### src/rtl/periph_pkg.sv
// Shared register map and reset constants for the core's peripheral register bus.
// Latency: none (declarations only).
// Backpressure: none; peripherals on this bus accept every access.
package periph_pkg;

    // Byte offsets of the machine timer registers.
    localparam logic [4:0] MTIME_LO     = 5'h00;
    localparam logic [4:0] MTIME_HI     = 5'h04;
    localparam logic [4:0] MTIMECMP_LO  = 5'h08;
    localparam logic [4:0] MTIMECMP_HI  = 5'h0C;
    localparam logic [4:0] TIMER_CTRL   = 5'h10;
    localparam logic [4:0] TIMER_STATUS = 5'h14;

    // Field positions inside the ctrl register.
    localparam int CTRL_EN_BIT  = 0;
    localparam int CTRL_DIV_LSB = 8;

    // Compare starts at the maximum so no interrupt fires before software sets it.
    localparam logic [63:0] MTIMECMP_RESET = 64'hFFFF_FFFF_FFFF_FFFF;

endpackage

### src/rtl/timer_prescaler.sv
// Divides the clock into a one-cycle tick every div+1 enabled cycles.
// Latency: tick is combinational from pcnt; pcnt updates each edge.
// Backpressure: none; clear restarts the count and swallows a coincident tick.
module timer_prescaler #(
    parameter int PRESCALE_W = 8
) (
    input  logic                  clk,
    input  logic                  reset,
    input  logic                  en,
    input  logic [PRESCALE_W-1:0] div,
    input  logic                  clear,
    output logic                  tick
);

    logic [PRESCALE_W-1:0] pcnt_q;
    logic [PRESCALE_W-1:0] pcnt_d;
    logic                  at_div;

    assign at_div = (pcnt_q == div);
    assign tick   = en && at_div && !clear;

    // Count enabled cycles, wrapping at div; a ctrl write forces a fresh start.
    always_comb begin
        pcnt_d = pcnt_q;
        if (clear) begin
            pcnt_d = '0;
        end else if (en) begin
            pcnt_d = at_div ? '0 : pcnt_q + PRESCALE_W'(1);
        end
    end

    // Prescaler count register.
    always_ff @(posedge clk) begin
        if (!reset) begin
            pcnt_q <= '0;
        end else begin
            pcnt_q <= pcnt_d;
        end
    end

endmodule

### src/rtl/machine_timer.sv
// RISC-V machine timer: 64-bit mtime/mtimecmp with prescaler, hi snapshot and level interrupt.
// Latency: read data one cycle after addr; intr_timer one edge after the compare holds.
// Backpressure: none; every strobe is accepted in the cycle it is presented.
module machine_timer
    import periph_pkg::*;
#(
    parameter int PRESCALE_W = 8
) (
    input  logic        clk,
    input  logic        reset,
    input  logic [4:0]  addr,
    input  logic        write_en,
    input  logic        read_en,
    input  logic [31:0] data_in,
    output logic [31:0] data_out,
    output logic        intr_timer
);

    logic [4:0]            addr_q;
    logic [63:0]           mtime_q,     mtime_d;
    logic [63:0]           mtimecmp_q,  mtimecmp_d;
    logic                  en_q,        en_d;
    logic [PRESCALE_W-1:0] div_q,       div_d;
    logic [31:0]           hi_shadow_q, hi_shadow_d;
    logic                  intr_q;

    logic                  tick;
    logic                  ctrl_wr;
    logic                  cmp_hit;
    logic [31:0]           ctrl_rd;

    assign ctrl_wr    = write_en && (addr_q == TIMER_CTRL);
    assign cmp_hit    = (mtime_q >= mtimecmp_q);
    assign intr_timer = intr_q;

    timer_prescaler #(
        .PRESCALE_W(PRESCALE_W)
    ) u_prescaler (
        .clk   (clk),
        .reset (reset),
        .en    (en_q),
        .div   (div_q),
        .clear (ctrl_wr),
        .tick  (tick)
    );

    // Next-state for the register file: counter advance, bus writes and hi snapshot.
    always_comb begin
        mtime_d     = mtime_q + {63'd0, tick};
        mtimecmp_d  = mtimecmp_q;
        en_d        = en_q;
        div_d       = div_q;
        hi_shadow_d = hi_shadow_q;
        if (write_en) begin
            case (addr_q)
                // A half-write wins over a tick; the other half keeps its pre-tick value.
                MTIME_LO:    mtime_d = {mtime_q[63:32], data_in};
                MTIME_HI:    mtime_d = {data_in, mtime_q[31:0]};
                MTIMECMP_LO: mtimecmp_d[31:0]  = data_in;
                MTIMECMP_HI: mtimecmp_d[63:32] = data_in;
                TIMER_CTRL: begin
                    en_d  = data_in[CTRL_EN_BIT];
                    div_d = data_in[CTRL_DIV_LSB +: PRESCALE_W];
                end
                default: ;
            endcase
        end
        // Reading lo freezes hi so a following hi read is coherent with it.
        if (read_en && (addr_q == MTIME_LO)) begin
            hi_shadow_d = mtime_q[63:32];
        end
    end

    // Assemble ctrl readback with unused bits forced to zero.
    always_comb begin
        ctrl_rd = '0;
        ctrl_rd[CTRL_EN_BIT] = en_q;
        ctrl_rd[CTRL_DIV_LSB +: PRESCALE_W] = div_q;
    end

    // Read mux driven by the registered address.
    always_comb begin
        data_out = '0;
        case (addr_q)
            MTIME_LO:     data_out = mtime_q[31:0];
            MTIME_HI:     data_out = hi_shadow_q;
            MTIMECMP_LO:  data_out = mtimecmp_q[31:0];
            MTIMECMP_HI:  data_out = mtimecmp_q[63:32];
            TIMER_CTRL:   data_out = ctrl_rd;
            TIMER_STATUS: data_out = {31'd0, cmp_hit};
            default:      data_out = '0;
        endcase
    end

    // State registers; reset discards any write or tick in the same cycle.
    always_ff @(posedge clk) begin
        if (!reset) begin
            addr_q      <= '0;
            mtime_q     <= '0;
            mtimecmp_q  <= MTIMECMP_RESET;
            en_q        <= 1'b0;
            div_q       <= '0;
            hi_shadow_q <= '0;
            intr_q      <= 1'b0;
        end else begin
            addr_q      <= addr;
            mtime_q     <= mtime_d;
            mtimecmp_q  <= mtimecmp_d;
            en_q        <= en_d;
            div_q       <= div_d;
            hi_shadow_q <= hi_shadow_d;
            intr_q      <= en_q && cmp_hit;
        end
    end

endmodule

### config.mk
export PLATFORM = sky130hd
export DESIGN_NAME = machine_timer
export DESIGN_NICKNAME = d
export VERILOG_FILES = /design/src/rtl/periph_pkg.sv /design/src/rtl/timer_prescaler.sv /design/src/rtl/machine_timer.sv
export SDC_FILE = /design/constraint.sdc
export NUM_CORES = 1
export LEC_CHECK = 0
export ABC_AREA = 1
export CORE_ASPECT_RATIO = 0.8
export CORE_MARGIN = 2
export CORE_UTILIZATION = 30
export CTS_BUF_LIST = sky130_fd_sc_hd__clkbuf_8
export DETAILED_ROUTE_END_ITERATION = 10
export PLACE_DENSITY = 0.58
export SYNTH_ARGS = -nofsm -noshare
export SYNTH_HDL_FRONTEND = slang
export SYNTH_SLANG_ARGS = --single-unit
### constraint.sdc
create_clock -name clk -period 6.9 [get_ports clk]
set_input_delay 1.035 -clock clk [delete_from_list [all_inputs] [get_ports clk]]
set_output_delay 1.035 -clock clk [all_outputs]
set_load 0.01 [all_outputs]
==> flow_metrics.tcl, run 1 <==
set metrics [dict create \
    status "finished, final reports clean" \
    core_um2 37300 \
    regToRegEndpoint "mtime_q[58]" \
    yosysSeqAreaShare 0.321 \
    ir_worst_vdd_mv 0.101 \
    drt-total-wl_um 44200 \
    crit_chain "inv_2 > nor2_1 > nand3_2 > buf_4 > o22ai_1 > a21oi_1 > o211ai_1 > clkdlybuf4s50_1" \
    crit_arrival_ns 3.58 \
    clock_skew_ns 0.0221 \
    slowest_delay_ns 0.60 \
    wl_per_cell_um 20.1 \
    max_freq_ghz 0.217 \
    grt_setup_unrepaired "false" \
    route.detailed.drc 0 \
    total_power_mw 2.20 \
    grt_pass1_vias 11000 \
    min_path_type "reg2reg" \
    synthCells 1677 \
    crit_path_top_delay_cell "clkdlybuf4s50_1" \
    period_needed_ns 4.61 \
    grt_start_max_net_pins 65 \
    dpl.hpwl_um 32900 \
    grt_util_met2 0.341 \
    clock_sinks 183 \
    synth-main-ff-cell "dfxtp_1" \
    synth_area_per_cell_um2 6.80 \
    area_growth_pct 13.1 \
    grt_pass1_wl_um 67500 \
    ys_ff_latch 183 \
    use_met3 0.0380 \
    drv_slew 0 \
    ant_nets 0 \
    cap_violations 0 \
    synth_fp_nets 1785 \
    io_buffers 73 \
    post-route-period-util 0.668 \
    postCtsSetupBuffers 0 \
    io_pins 74 \
    hold_violations 0 \
    reg2reg_depth 17 \
    clkLatencyLatePin_ns 0.52 \
    htree_levels 4 \
    cp.required_ns 5.86 \
    worst_slack_ns 2.29 \
    instances_no_fill 2205 \
    whs_path_depth 2 \
    fillerInstances 4041 \
    rrSetupSlack_ns 3.39 \
    rr_startpoint "addr_q[2]" \
    start_util 0.306 \
    crit_path_start_kind "flop" \
    diodes 0 \
    synth-edff-count 0 \
    dpl.cell_count 2174 \
    worstHoldStart "mtimecmp_q[56]" \
    power.leakage_nw 5.57 \
    min_to "mtimecmp_q[56]" \
    synth_top_cell_by_area "dfxtp_1" \
    dieArea_um2 39600 \
    setup_viol 0 \
    cts_buffer_depth 2 \
    root_buffer "clkbuf_8" \
    overflow 0 \
    tritoncts.num_buffers 17 \
    die_x_um 222 \
    clkSlewWorstSetupHoldPaths_ns 0.09 \
    drt_iter0_drc 1248 \
    synth_top_area_frac 0.321 \
    gp_congestion 0.926 \
    vias 11800 \
    drive_above_1_share 0.0629 \
    synth_most_common_cell "nand2_1" \
    die_y_um 178 \
    routed_via_density 5.37 \
    worstPathMaxFanout 26 \
    hold_buffers 0 \
    cellPowerDensity_nw_per_um2 171 \
    netlist_top_cells_count "nand2_1, a21oi_1, o21ai_0" \
    ys.warnings.count 0 \
    grt_usage 0.225 \
    cts_tree "built" \
    met1_usage 0.329 \
    first_pass_iters 6 \
    cts-resized-gates 0 \
    setup_tns_ns 0 \
    dp_slack_ns 2.80 \
    synth_area_leaders "dfxtp_1, nand2_1, a21oi_1" \
    antenna_found_initial 0 \
    end_kind "output port" \
    num_rows 63 \
    async_flop_share 0 \
    fin_area_um2 12900 \
    dpl_cell_area_um2 12500 \
    critPathKind "reg2out" \
    nets 1814 \
    ys_types 52 \
    max-slew-margin-rel 0.264 \
    busiest_layer "met2" \
    tightest_slew_ns 1.10 \
    synthesis.area_um2 11400 \
]
-- state kept, by name (all words and copies together) (netlist names) --
name and cells:
u_prescaler.pcnt_q 8, mtime_q 64, addr_q 5, en_q 1, div_q 8, hi_shadow_q 32, intr_timer 1, mtimecmp_q 64
-- power by group --
group / total [mW] / internal (mW) / switching, mW
clock: 0.734 / 0.301 / 0.433
sequential: 1.15 / 1.10 / 0.0530
combinational: 0.318 / 0.119 / 0.199
total: 2.20 / 1.52 / 0.686
-- through the flow --
| step | utilization | hold WS, ns |
|---|---|---|
| 3_5_place_dp | 0.336 | 0.500 |
| 4_1_cts | 0.346 | 0.517 |
| 2_1_floorplan | - | 0.468 |
| 3_3_place_gp | 0.336 | 0.497 |
| 5_1_grt | 0.346 | 0.544 |
| 6_report | 0.346 | 0.514 |
-- worst max-delay path, delay by kind of cell (launching register included) --
family	cells	cell delay (ns)
AO/OA/AOI/OAI	3	0.43
buffers and inverters	3	1.40
flip-flops	1	0.59
AND/OR/NAND/NOR	2	0.62
-- per-layer routing --
| layer | up-vias | part of all wire |
|---|---|---|
| met4 | 0 | 0.014 |
| met5 | - | 0 |
| met1 | 5638 | 0.49 |
| met2 | 439 | 0.42 |
| met3 | 40 | 0.072 |
| li1 | 5730 | - |
-- worst max path at each step --
stage,slack (ns),endpoint,from
finish,2.29,data_out[10],addr_q[2]
global route,2.05,data_out[8],addr_q[2]
CTS,2.28,data_out[10],addr_q[2]
detailed placement,2.80,mtime_q[34],write_en
global placement,2.88,mtime_q[34],write_en
floorplan,4.23,mtime_q[58],write_en
-- cell type report --
class,instances,area [um2],share of cell area
flip-flops and latches,183,3660,0.284
clock inverters,12,108,0.00834
clock buffers,19,262,0.0203
multi-input cells,1230,6730,0.522
well taps,487,609,0.0472
inverters,190,714,0.0554
repair buffers,84,811,0.0629
-- cells in the final DEF (no fill, tap or decap), types with 14 or more instances in the layout --
cell type	n
a21oi_1	187
a221o_1	18
clkbuf_8	19
clkdlybuf4s50_1	72
dfxtp_1	183
ha_1	67
inv_1	179
nand2_1	351
nand3_1	64
nand4_1	25
nor2_1	135
nor2_4	14
nor3_1	17
o21ai_0	184
o221ai_1	19
o22ai_1	32
xor2_1	18
-- logic make-up (layout without fill, tap and decap cells) --
logic type / Yosys count / in the layout / share of synthesized area
AO/OA/AOI/OAI: 479 / 479 / 0.236
AND/OR/NAND/NOR: 655 / 655 / 0.257
flip-flops: 183 / 183 / 0.321
XOR/XNOR: 29 / 29 / 0.0223
buffers and inverters: 264 / 305 / 0.0904
adder cells (fa/ha/maj): 67 / 67 / 0.0735
No activity file was read; power rests on OpenSTA's default activity.
==> inputs of run 2 (changes only) <==
--- a/config.mk
+++ b/config.mk
@@ -11,7 +11,7 @@
 export CORE_UTILIZATION = 30
 export CTS_BUF_LIST = sky130_fd_sc_hd__clkbuf_8
 export DETAILED_ROUTE_END_ITERATION = 10
-export PLACE_DENSITY = 0.58
+export PLACE_DENSITY = 0.6
 export SYNTH_ARGS = -nofsm -noshare
 export SYNTH_HDL_FRONTEND = slang
 export SYNTH_SLANG_ARGS = --single-unit
==> constraint.sdc (replaced) <==
create_clock -name clk -period 3.8 [get_ports clk]
set_input_delay 0.57 -clock clk [delete_from_list [all_inputs] [get_ports clk]]
set_output_delay 0.57 -clock clk [all_outputs]
set_load 0.01 [all_outputs]
==> flow_metrics.tcl, run 2 (synthesis results as in run 1) <==
set metrics [dict create \
    postCtsSetupBuffers 0 \
    ant_nets 0 \
    slowest_delay_ns 0.60 \
    vias 11900 \
    power_frac_seq 0.507 \
    drive_above_1_share 0.0779 \
    period_needed_ns 3.64 \
    wl_per_cell_um 19.8 \
    fin_hold_ws_ns 0.465 \
    clock_sinks 183 \
    route.detailed.drc 0 \
    dpl.hpwl_um 32900 \
    grt_usage 0.224 \
    diodes 0 \
    start_util 0.306 \
    reg.largest.list "mtime_q (64), mtimecmp_q (64), hi_shadow_q (32)" \
    num_rows 63 \
    path_buf_inv 3 \
    worst_slack_ns 0.159 \
    core_um2 37300 \
    cts_buffer_depth 2 \
    antenna_found_initial 0 \
    clkLatencyLatePin_ns 0.53 \
    power.leakage_nw 5.68 \
    crit_arrival_ns 3.07 \
    routed_via_density 5.37 \
    grt_start_max_net_pins 65 \
    post-route-period-util 0.958 \
    dieArea_um2 39600 \
    tritoncts.num_buffers 17 \
    clock_skew_ns 0.0152 \
    nets 1829 \
    dp_slack_ns 0.540 \
    cts_tree "built" \
    grt_pass1_vias 11000 \
    crit_chain "inv_2 > nor2_1 > nand3_2 > buf_4 > o22ai_1 > a21oi_1 > o21ai_0 > clkdlybuf4s50_1" \
    first_pass_iters 7 \
    cap_violations 0 \
    cellPowerDensity_nw_per_um2 313 \
    root_buffer "clkbuf_8" \
    clkSlewWorstSetupHoldPaths_ns 0.11 \
    crit_path_start_kind "flop" \
    critPathTopFamily "buffers and inverters" \
    switching_share 0.327 \
    max_freq_ghz 0.275 \
    critPathKind "reg2out" \
    min_path_type "in2reg" \
    tightest_slew_ns 0.744 \
    layout_common_cells "nand2_1, a21oi_1, o21ai_0, dfxtp_1, inv_1" \
    grt_pass1_wl_um 67200 \
    cp.required_ns 3.23 \
    p_switching_mw 1.34 \
    setup_viol 0 \
    worstPathMaxFanout 18 \
    crit_path_top_delay_cell "clkdlybuf4s50_1" \
    final_common_cell "nand2_1" \
    drv_slew 0 \
    p_int_mw 2.77 \
    area_growth_pct 14.9 \
    io_pins 74 \
    die_x_um 222 \
    die_y_um 178 \
    hold_violations 0 \
    status "finished, final reports clean" \
    max-slew-margin-rel 0.503 \
    power_frac_clock 0.347 \
    drt_iter0_drc 1384 \
    io_buffers 73 \
    p_comb_frac 0.146 \
    overflow 0 \
    htree_levels 4 \
    gp_congestion 0.958 \
    ir_worst_vdd_mv 0.190 \
    drt-total-wl_um 44000 \
    end_kind "output port" \
]
[run 2: cell types whose count changed in the layout (fill, tap and decap cells not counted), moves of 4 or more]
cell / previous run / this run
nor2_1: 135 / 130
buf_4: 12 / 23
inv_6: 0 / 5
inv_8: 0 / 4
buf_12: 0 / 4
nor2_2: 10 / 15
[run 2: timing repair]
item	CTS	global route
gates resized for setup	1	9
endpoints found under the setup margin	1	1
pin swaps	0	1
hold buffers	0	0
[run 2: path summary, 6_finish.rpt]
| check | startpoint | to | slack [ns] | cells past startpoint |
|---|---|---|---|---|
| hold reg to reg | mtimecmp_q[49] | mtimecmp_q[49] | 0.51 | 2 |
| setup / recovery | addr_q[2] | data_out[17] | 0.16 | 8 |
| setup reg to reg | addr_q[2] | mtime_q[56] | 0.82 | 16 |
| hold / removal | reset | mtimecmp_q[14] | 0.46 | 2 |
[run 2: stage by stage]
step | util | setup TNS (ns) | area, um2 | std cells | power, mW
6_report | 0.352 | 0 | 13100 | 2221 | 4.11
3_3_place_gp | 0.340 | 0 | 12700 | 2189 | 2.70
3_5_place_dp | 0.340 | 0 | 12700 | 2189 | 2.71
2_1_floorplan | - | 0 | 11400 | 1677 | 2.43
4_1_cts | 0.351 | 0 | 13100 | 2221 | 4.11
5_1_grt | 0.352 | -0.00582 | 13100 | 2221 | 4.27
[run 2: final cells by class]
cell class	count	area (um2)
clock inverter	15	156
timing repair buffer	99	973
fill	4065	24200
inverter	190	714
multi-input combinational	1230	6750
clock buffer	17	234
tap	487	609
sequential	183	3670
[run 2: routing by layer]
layer,routed length [um],vias to the layer above,global-route usage
li1,-,5757,-
met4,934,0,0.0600
met3,3880,62,0.0507
met2,18000,523,0.331
met1,21200,5592,0.326
met5,0,-,0
[run 2: power by group through the flow]
stage	combinational (mW)	clock, mW	sequential, mW
after floorplan	0.338	0	2.09
after global placement	0.582	0	2.12
after detailed placement	0.590	0	2.12
after CTS	0.594	1.43	2.08
after global routing	0.659	1.52	2.09
final	0.598	1.43	2.08
[run 2: worst reg2reg max path, stage by stage, from the launching register on]
cell and delay (ns):
dfxtp_1 0.34, inv_2 0.06, buf_4 0.36, nand3_2 0.30
nor2_2 0.26, nor2_1 0.10, ha_1 0.24, ha_1 0.27
nand3_4 0.18, inv_2 0.06, nand2_1 0.11, inv_2 0.07
nand2_1 0.20, o21ai_0 0.13, nand2_1 0.07, nand2_1 0.04
a21oi_1 0.12
